$ cat config.mk
export PLATFORM = sky130hd
export DESIGN_NAME = tpo_ctrl
export DESIGN_NICKNAME = d
export VERILOG_FILES = /design/src/rtl/tpo_ctrl.sv
export SDC_FILE = /design/constraint.sdc
export NUM_CORES = 1
export LEC_CHECK = 0
export CORE_MARGIN = 8
export CORE_UTILIZATION = 35
export CTS_BUF_LIST = sky130_fd_sc_hd__clkbuf_8 sky130_fd_sc_hd__clkbuf_16
export CTS_CLUSTER_SIZE = 28
export DETAILED_ROUTE_END_ITERATION = 8
export PLACE_DENSITY = 0.57
export SLEW_MARGIN = 20
export SYNTH_ARGS = -nofsm -noshare
export SYNTH_HDL_FRONTEND = slang
export SYNTH_SLANG_ARGS = --single-unit
$ cat constraint.sdc
create_clock -name clk -period 4.5 [get_ports clk]
set_input_delay 0.9 -clock clk [delete_from_list [all_inputs] [get_ports clk]]
set_output_delay 0.9 -clock clk [all_outputs]
set_load 0.005 [all_outputs]
$ cat src/rtl/tpo_ctrl.sv
// Sequencing controller for the three-mode TPO fractional-delay interpolator.
// Optional skip statistics counter enabled by defining TPO_CTRL_STATS_EN.
module tpo_ctrl #(
  parameter int ACC_W  = 10,
  parameter int FILL_N = 2
) (
  input  logic             clk,
  input  logic             rst_n,
  input  logic             start,
  input  logic             stop,
  input  logic [ACC_W-1:0] step,
  input  logic             in_valid,
  output logic             tpo_en,
  output logic [1:0]       tpo_mode,
  output logic             out_valid,
  output logic             skip,
`ifdef TPO_CTRL_STATS_EN
  output logic [15:0]      skip_cnt,
`endif
  output logic             busy
);

  localparam int FC_W = $clog2(FILL_N + 1);

  typedef enum logic [1:0] {
    IDLE = 2'd0,
    FILL = 2'd1,
    RUN  = 2'd2
  } state_t;

  state_t           state, state_d;
  logic [ACC_W-1:0] acc, acc_d;
  logic [FC_W-1:0]  fill_cnt, fill_d;
  logic             ov_d, skip_d;
  logic [ACC_W:0]   sum;
  logic             carry;
  logic [4:0]       p;
  logic [1:0]       run_mode;
  logic             fill_last;

  assign sum       = {1'b0, acc} + {1'b0, step};
  assign carry     = sum[ACC_W];
  assign p         = acc[ACC_W-1 -: 5];
  assign fill_last = (fill_cnt == FC_W'(FILL_N - 1));

  // mu selection from the current phase, before this sample's update
  always_comb begin
    run_mode = 2'd2;
    unique case (1'b1)
      (p <= 5'd5):                 run_mode = 2'd0;
      (p >= 5'd6 && p <= 5'd12):   run_mode = 2'd1;
      (p >= 5'd13):                run_mode = 2'd2;
      default:                     run_mode = 2'd2;
    endcase
  end

  always_comb begin
    state_d  = state;
    acc_d    = acc;
    fill_d   = fill_cnt;
    ov_d     = 1'b0;
    skip_d   = 1'b0;
    tpo_en   = 1'b0;
    tpo_mode = 2'd2;
    unique case (state)
      IDLE: begin
        if (start) state_d = FILL;
      end
      FILL: begin
        if (in_valid) begin
          tpo_en = 1'b1;
          if (fill_last) begin
            fill_d  = '0;
            state_d = RUN;
          end else begin
            fill_d = fill_cnt + 1'b1;
          end
        end
      end
      RUN: begin
        tpo_mode = run_mode;
        if (in_valid) begin
          acc_d  = sum[ACC_W-1:0];
          tpo_en = ~carry;
          ov_d   = ~carry;
          skip_d = carry;
        end
      end
      default: state_d = IDLE;
    endcase
    if (stop) begin
      state_d = IDLE;
      acc_d   = '0;
      fill_d  = '0;
      tpo_en  = 1'b0;
      ov_d    = 1'b0;
      skip_d  = 1'b0;
    end
  end

  always_ff @(posedge clk) begin
    if (!rst_n) begin
      state     <= IDLE;
      acc       <= '0;
      fill_cnt  <= '0;
      out_valid <= 1'b0;
      skip      <= 1'b0;
      busy      <= 1'b0;
    end else begin
      state     <= state_d;
      acc       <= acc_d;
      fill_cnt  <= fill_d;
      out_valid <= ov_d;
      skip      <= skip_d;
      busy      <= (state_d != IDLE);
    end
  end

`ifdef TPO_CTRL_STATS_EN
  always_ff @(posedge clk) begin
    if (!rst_n) begin
      skip_cnt <= '0;
    end else if (state == IDLE && start && !stop) begin
      skip_cnt <= '0;
    end else if (skip_d && skip_cnt != 16'hFFFF) begin
      skip_cnt <= skip_cnt + 16'd1;
    end
  end
`endif

endmodule

; ---- Word-level counts from Yosys, hierarchy flattened
; Cells that the tools add are included.
; Widths: inputs -> output; s select.
[word_totals]
reg_bits = 17
romBits = 0
latchBits = 0
output_inout_bits = 6
inputBits = 15
wordCells = 38
mem_count = 0
ramBits = 0
[op_classes]
eq_ne = 3
shift = 0
n_bitwise = 4
n_addsub = 2
magnitude_cmp = 3
div_mod_pow = 0
n_mul = 0
mux = 12
reduce_logical = 8
[ops]
columns = operator, n
row1 = $mux 2, 6
row2 = $add 10x10->11, 1
row3 = $pmux 2 s3, 1
row4 = $ge 5x3->1 const B, 1
row5 = $le 5x3->1 const B, 1
row6 = $le 5x4->1 const B, 1
row7 = $eq 2x1->1 const B, 2
row8 = $not 1->1, 4
row9 = $pmux 2 s2, 1
row10 = $reduce_and 2->1, 2
row11 = $reduce_or 4->1, 1
row12 = $mux 1, 3
row13 = $reduce_or 3->1, 1
row14 = $add 2x1->2 const B, 1
row15 = $eq 2x2->1 const B, 1
row16 = $logic_not 2->1, 1
row17 = $pmux 1 s2, 1
row18 = $reduce_bool 2->1, 1
row19 = $reduce_or 2->1, 1
row20 = $logic_and 1x1->1, 1

; ---- Logic depth before layout (Yosys ltp)
; Gate-level depths: netlist (run 1).
[logic_depth]
word_depth = 6
depth_mapped = 7
depth_no_buf = 7

; ---- Worst setup path after synthesis (run 1)
; Ideal clock, no wire load.
[synth_path]
path_type = input -> output
from = in step[0]
to = out tpo_en
path_slack_ns = 1.303
arrival_ns = 2.297
required_ns = 3.600
cell_stages = 7
path_buffers = 0
path_cell_list = ha_1 -> fa_1 -> nand3_1 -> and2_1 -> o21ai_2 -> a311o_1 -> a21oi_1
[synth_between]
elab_chain_len = 5
[synth_lines]
columns = item, line_no
row1 = from (decl), 11  ; input logic [ACC_W-1:0] step,
row2 = $add 10x10->11, 41  ; assign sum = {1'b0, acc} + {1'b0, step};
row3 = $not 1->1, 84  ; tpo_en = ~carry;
row4 = $mux 1, 82  ; if (in_valid) begin
row5 = $pmux 1 s2, 65  ; unique case (state)
row6 = $mux 1, 91  ; if (stop) begin
row7 = to (decl), 13  ; output logic tpo_en,
; No other way between the ends.

; ---- Worst setup path after layout (run 1)
; Same ends and word-level chain as after synthesis.

==> results.toml, run 1 <==
[outcome]
status = "completed"

[clock_tree]
cts_tree = "built"
clk_pin_slew_ps = 70
cts_resized = 0
ctsLongestPathBuffers = 2
post_cts_buffers = 0
numCtsBuffers = 3
clkSinkCount = 17
htreeDepth = 1
cts_hold_buf = 0
insertion_delay_ps = 250
root_buffer = "clkbuf_8"

[logic_synthesis]
ys_seq_elements = 17
syn_avg_cell_area_um2 = 8.52
yosysMostFrequentCell = "nand2_1"
ys_top_cells_by_count = "nand2_1, dfxtp_1, ha_1, a21oi_1, nor2_1"
synthTopCellsByArea = "dfxtp_1, ha_1, nand2_1"
async_reset_ff_frac = 0
synth_fp_nets = 160
yosys.area.top_type = "dfxtp_1"
synth_area_um2 = 1110
synth-warning-count = 0
synth_cell_types = 34
syn_inst = 130
synth_edf_count = 0
ys_seq_area_frac = 0.307
synth_top_area_frac = 0.307
synth_ff_type = "dfxtp_1"

[sta]
period_needed_ps = 4200
relSlewSlack = 0.664
tightest_slew_ps = 502
hold_slack_ps = 452
setup_tns_ps = 0
slew_violations = 0
fmax_mhz = 238
setup_viol = 0
hold_violations = 0
rsz0062_at_grt = "false"
skew_ps = 3.46
period_share = 0.934

[global_routing]
grt_pass1_wl_mm = 4.34
grt.total_usage = 0.102
grt_max_degree = 11
antenna_found_initial = 0
use_met2 = 0.163
grt_pass1_vias = 1010
top_usage_layer = "met2"
grt_overflow_total = 0
gr-usage-met1 = 0.123
grt_use_met3 = 0.0358

[route]
first_iter_violations = 62
via_per_inst = 5.03
finalWirelength_mm = 2.51
drc = 0
vias = 985
firstDrtPassIters = 4
drt-wirelength-per-cell_um = 12.8
ant_nets = 0

[setup_path]
cp_max_fo = 4
cp_slowest_cell = "clkdlybuf4s50_1"
start_kind = "input port"
end_kind = "primary output"
cpLargestDelayFamily = "buffers and inverters"
critPathMostFrequentCell = "clkdlybuf4s50_1"
worstPathCellList = "clkdlybuf4s50_1 -> ha_1 -> fa_1 -> nand3_1 -> and2_1 -> o21ai_2 -> a311o_1 -> a21oi_1 -> clkdlybuf4s50_1"
critical_path_class = "input port to primary output"
crit_arrival_ps = 3300
slowest_delay_ps = 520
critPathBufInv = 2
worstPathRequired_ps = 3600

[layout]
final_area_um2 = 1400
regArea_um2 = 340
nFillCells = 316
final_core_util = 0.462
area_growth_pct = 26.3
multi_input_area_um2 = 746
drive_gt1_frac = 0.0658
fin_nets = 183
n_antenna_cell = 0

[floorplan]
initial_core_util = 0.366
die_w_um = 72.2
dieArea_um2 = 5220
pin_count = 21
die_y_um = 72.2
fp-row-count = 20
fp.coreArea_um2 = 3030

[power_and_ir_drop]
p_per_area_nw_per_um2 = 218
p_leak_nw = 0.572
ir_drop_mv = 0.123

[placement]
placedInstanceArea_um2 = 1350
routabilityCongestion = 0.827
portBuffers = 20
dp_hpwl_mm = 2.08

[flow_run]
cap_viol_max_count = 0

[hold_path]
hold_class = "flop to flop"
cell families (layout without fill, tap and decap cells):
logic type                 after synthesis  after routing  share of synthesized area
AOI/OAI and AO/OA                       39             39                      0.243
muxes                                    1              1                    0.00904
adders and majority gates               15             15                      0.176
buffers and inverters                    5             27                     0.0192
xor gates and xnor gates                 7              7                     0.0554
DFF                                     17             17                      0.307
and+or+nand+nor                         46             46                      0.190
layer usage:
| metal | up-vias | wire, um |
|---|---|---|
| met3 | 3 | 178 |
| met5 | - | 0 |
| met2 | 22 | 1130 |
| met4 | 0 | 23 |
| li1 | 509 | - |
| met1 | 451 | 1180 |
registers in the layout, indices dropped and copies added (netlist names):
name / flops
skip: 1
busy: 1
out_valid: 1
acc: 10
state: 2
fill_cnt: 2
stage by stage:
step	std cells	worst slack, ps	power [W]
finish	196	298	0.000304
global route	196	148	0.000319
CTS	196	280	0.000309
detailed placement	192	296	0.000192
global placement	192	313	0.000192
floorplan	130	1300	0.000173
tightest hold or removal path: stages, from the launching register on:
cell and delay, ps:
dfxtp_1 320, nand2_1 50, o21ai_1 50
layout by cell type, fill, tap and decap left out, types with 4 or more instances in the layout:
cell,netlist,layout
a31oi_1,4,4
o21ai_1,5,5
a21oi_1,11,11
xor2_1,5,5
ha_1,14,14
dfxtp_1,17,17
nand2_1,20,20
a21o_1,4,4
nor2_1,11,11
clkdlybuf4s50_1,0,20
power by group:
| group | switching, W | internal (W) | leakage (nW) | total (W) |
|---|---|---|---|---|
| Clock | 0.0000539 | 0.0000615 | 0.0255 | 0.000115 |
| Sequential | 0.000000716 | 0.000151 | 0.137 | 0.000152 |
| Combinational | 0.0000173 | 0.0000196 | 0.409 | 0.0000369 |
final timing paths:
kind,cells after the start,slack (ps),start,to
worst min-delay path,2,450,acc[3]$_SDFFE_PP0P_,acc[3]$_SDFFE_PP0P_
worst max register to register,6,2760,acc[0]$_SDFFE_PP0P_,acc[6]$_SDFFE_PP0P_
worst max-delay path,9,300,step[0],tpo_en
worst min register to register,2,450,acc[3]$_SDFFE_PP0P_,acc[3]$_SDFFE_PP0P_
area by class of cell:
type                       count  area share
sequential                    17       0.243
clock inverter                 1     0.00358
clock buffer                   3      0.0295
tap                           44      0.0394
multi-input combinational    108       0.533
inverter                       3     0.00805
timing repair buffer          20       0.143
(Power assumes the default switching activity.)
==> run 2, diff against run 1 <==
Settings changed: CORE_UTILIZATION 35 to 45, PLACE_DENSITY 0.57 to 0.71.
==> results.toml, run 2 (synthesis gave the netlist of run 1 again) <==
[outcome]
status = "completed"

[power_and_ir_drop]
p_per_area_nw_per_um2 = 216
ir_drop_mv = 0.161
clock_power_share = 0.367
comb_power_share = 0.122
switching_share = 0.224
p_leak_nw = 0.573
seqPwrFrac = 0.511
p_total_w = 0.000298
p_sw_w = 0.0000666
p_int_w = 0.000231

[clock_tree]
cts_tree = "built"
cts_resized = 0
clk_pin_slew_ps = 70
cts_hold_buf = 0
clkSinkCount = 17
ctsLongestPathBuffers = 2
htreeDepth = 1
insertion_delay_ps = 250
post_cts_buffers = 0
root_buffer = "clkbuf_8"
numCtsBuffers = 3

[layout]
nFillCells = 230
regArea_um2 = 340
drive_gt1_frac = 0.0592
final_cell_mix = "nand2_1, clkdlybuf4s50_1, dfxtp_1"
area_growth_pct = 24.6
fin_nets = 183
multi_input_area_um2 = 746
top_register = "acc"
reg.largest.list = "acc (10), fill_cnt (2), state (2)"
largest_reg_flops = 10
n_antenna_cell = 0
finalNonFillerCells = 182

[floorplan]
initial_core_util = 0.460
fp.coreArea_um2 = 2410
pin_count = 21
dieArea_um2 = 4300
die_y_um = 65.6
die_w_um = 65.6
fp-row-count = 18

[setup_path]
cp_max_fo = 4
worstPathRequired_ps = 3600
start_kind = "input port"
reg2reg_depth = 6
setup.reg_to_reg.worst_slack_ps = 2760
critical_path_class = "input port to primary output"
crit_arrival_ps = 3310
worstReg2RegStart = "acc[0]$_SDFFE_PP0P_"
end_kind = "primary output"
rr_endpoint = "acc[6]$_SDFFE_PP0P_"

[sta]
period_share = 0.936
rsz0062_at_grt = "false"
period_needed_ps = 4210
hold_violations = 0
fmax_mhz = 237
tightest_slew_ps = 455
skew_ps = 4.61
layout_setup_ws_ps = 287
hold_slack_ps = 456
setup_viol = 0
relSlewSlack = 0.695
setup_tns_ps = 0
slew_violations = 0

[global_routing]
grt.total_usage = 0.116
antenna_found_initial = 0
grt_pass1_wl_mm = 4.15
grt_max_degree = 10
grt_overflow_total = 0
grt_pass1_vias = 936

[route]
via_per_inst = 5.31
finalWirelength_mm = 2.36
first_iter_violations = 18
ant_nets = 0
firstDrtPassIters = 4
vias = 966
drc = 0
drt-wirelength-per-cell_um = 13.0

[hold_path]
min_from = "acc[3]$_SDFFE_PP0P_"
hold_class = "flop to flop"
whs_endpoint = "acc[3]$_SDFFE_PP0P_"
holdPathStages = 2

[placement]
portBuffers = 20
pre_cts_ws_ps = 295
routabilityCongestion = 0.842
dp_hpwl_mm = 1.92
dp.cells = 178

[flow_run]
cap_viol_max_count = 0
-- run 2: final cells by class --
type,count,area share
Inverter,3,0.00816
Clock buffer,3,0.0299
Multi-Input combinational cell,108,0.540
Sequential cell,17,0.247
Tap cell,30,0.0272
Clock inverter,1,0.00272
Timing Repair Buffer,20,0.145
-- run 2: stage by stage --
stage / cell area [um2] / utilization
finish: 1380 / 0.573
global route: 1380 / 0.573
CTS: 1380 / 0.573
detailed placement: 1340 / 0.554
global placement: 1340 / 0.554
floorplan: 1110 / -
-- run 2: per-layer routing --
metal,part of all wire,global-route usage,wire [um]
met5,0,0,0
met4,0,0.0245,0
met3,0.048,0.0323,113
met2,0.46,0.186,1080
met1,0.49,0.151,1170
-- run 2: power by group through the flow --
stage           logic, W  registers (W)  clock network (W)
2_1_floorplan  0.0000179       0.000156                  0
3_3_place_gp   0.0000355       0.000156                  0
3_5_place_dp   0.0000360       0.000156                  0
4_1_cts        0.0000364       0.000152           0.000112
5_1_grt        0.0000404       0.000152           0.000118
6_report       0.0000363       0.000152           0.000110
-- run 2: worst max path at each step --
stage	startpoint	end	slack (ps)	cells past startpoint
final	step[0]	tpo_en	290	9
after global routing	step[0]	tpo_en	200	9
after CTS	step[0]	tpo_en	270	9
after detailed placement	step[0]	tpo_en	290	9
after global placement	step[0]	tpo_en	330	9
after floorplan	step[0]	tpo_en	1300	7
-- run 2: critical path: stages --
cell             delay (ps)
clkdlybuf4s50_1         410
ha_1                    250
fa_1                    420
nand3_1                 120
and2_1                  140
o21ai_2                  80
a311o_1                 320
a21oi_1                 150
clkdlybuf4s50_1         520
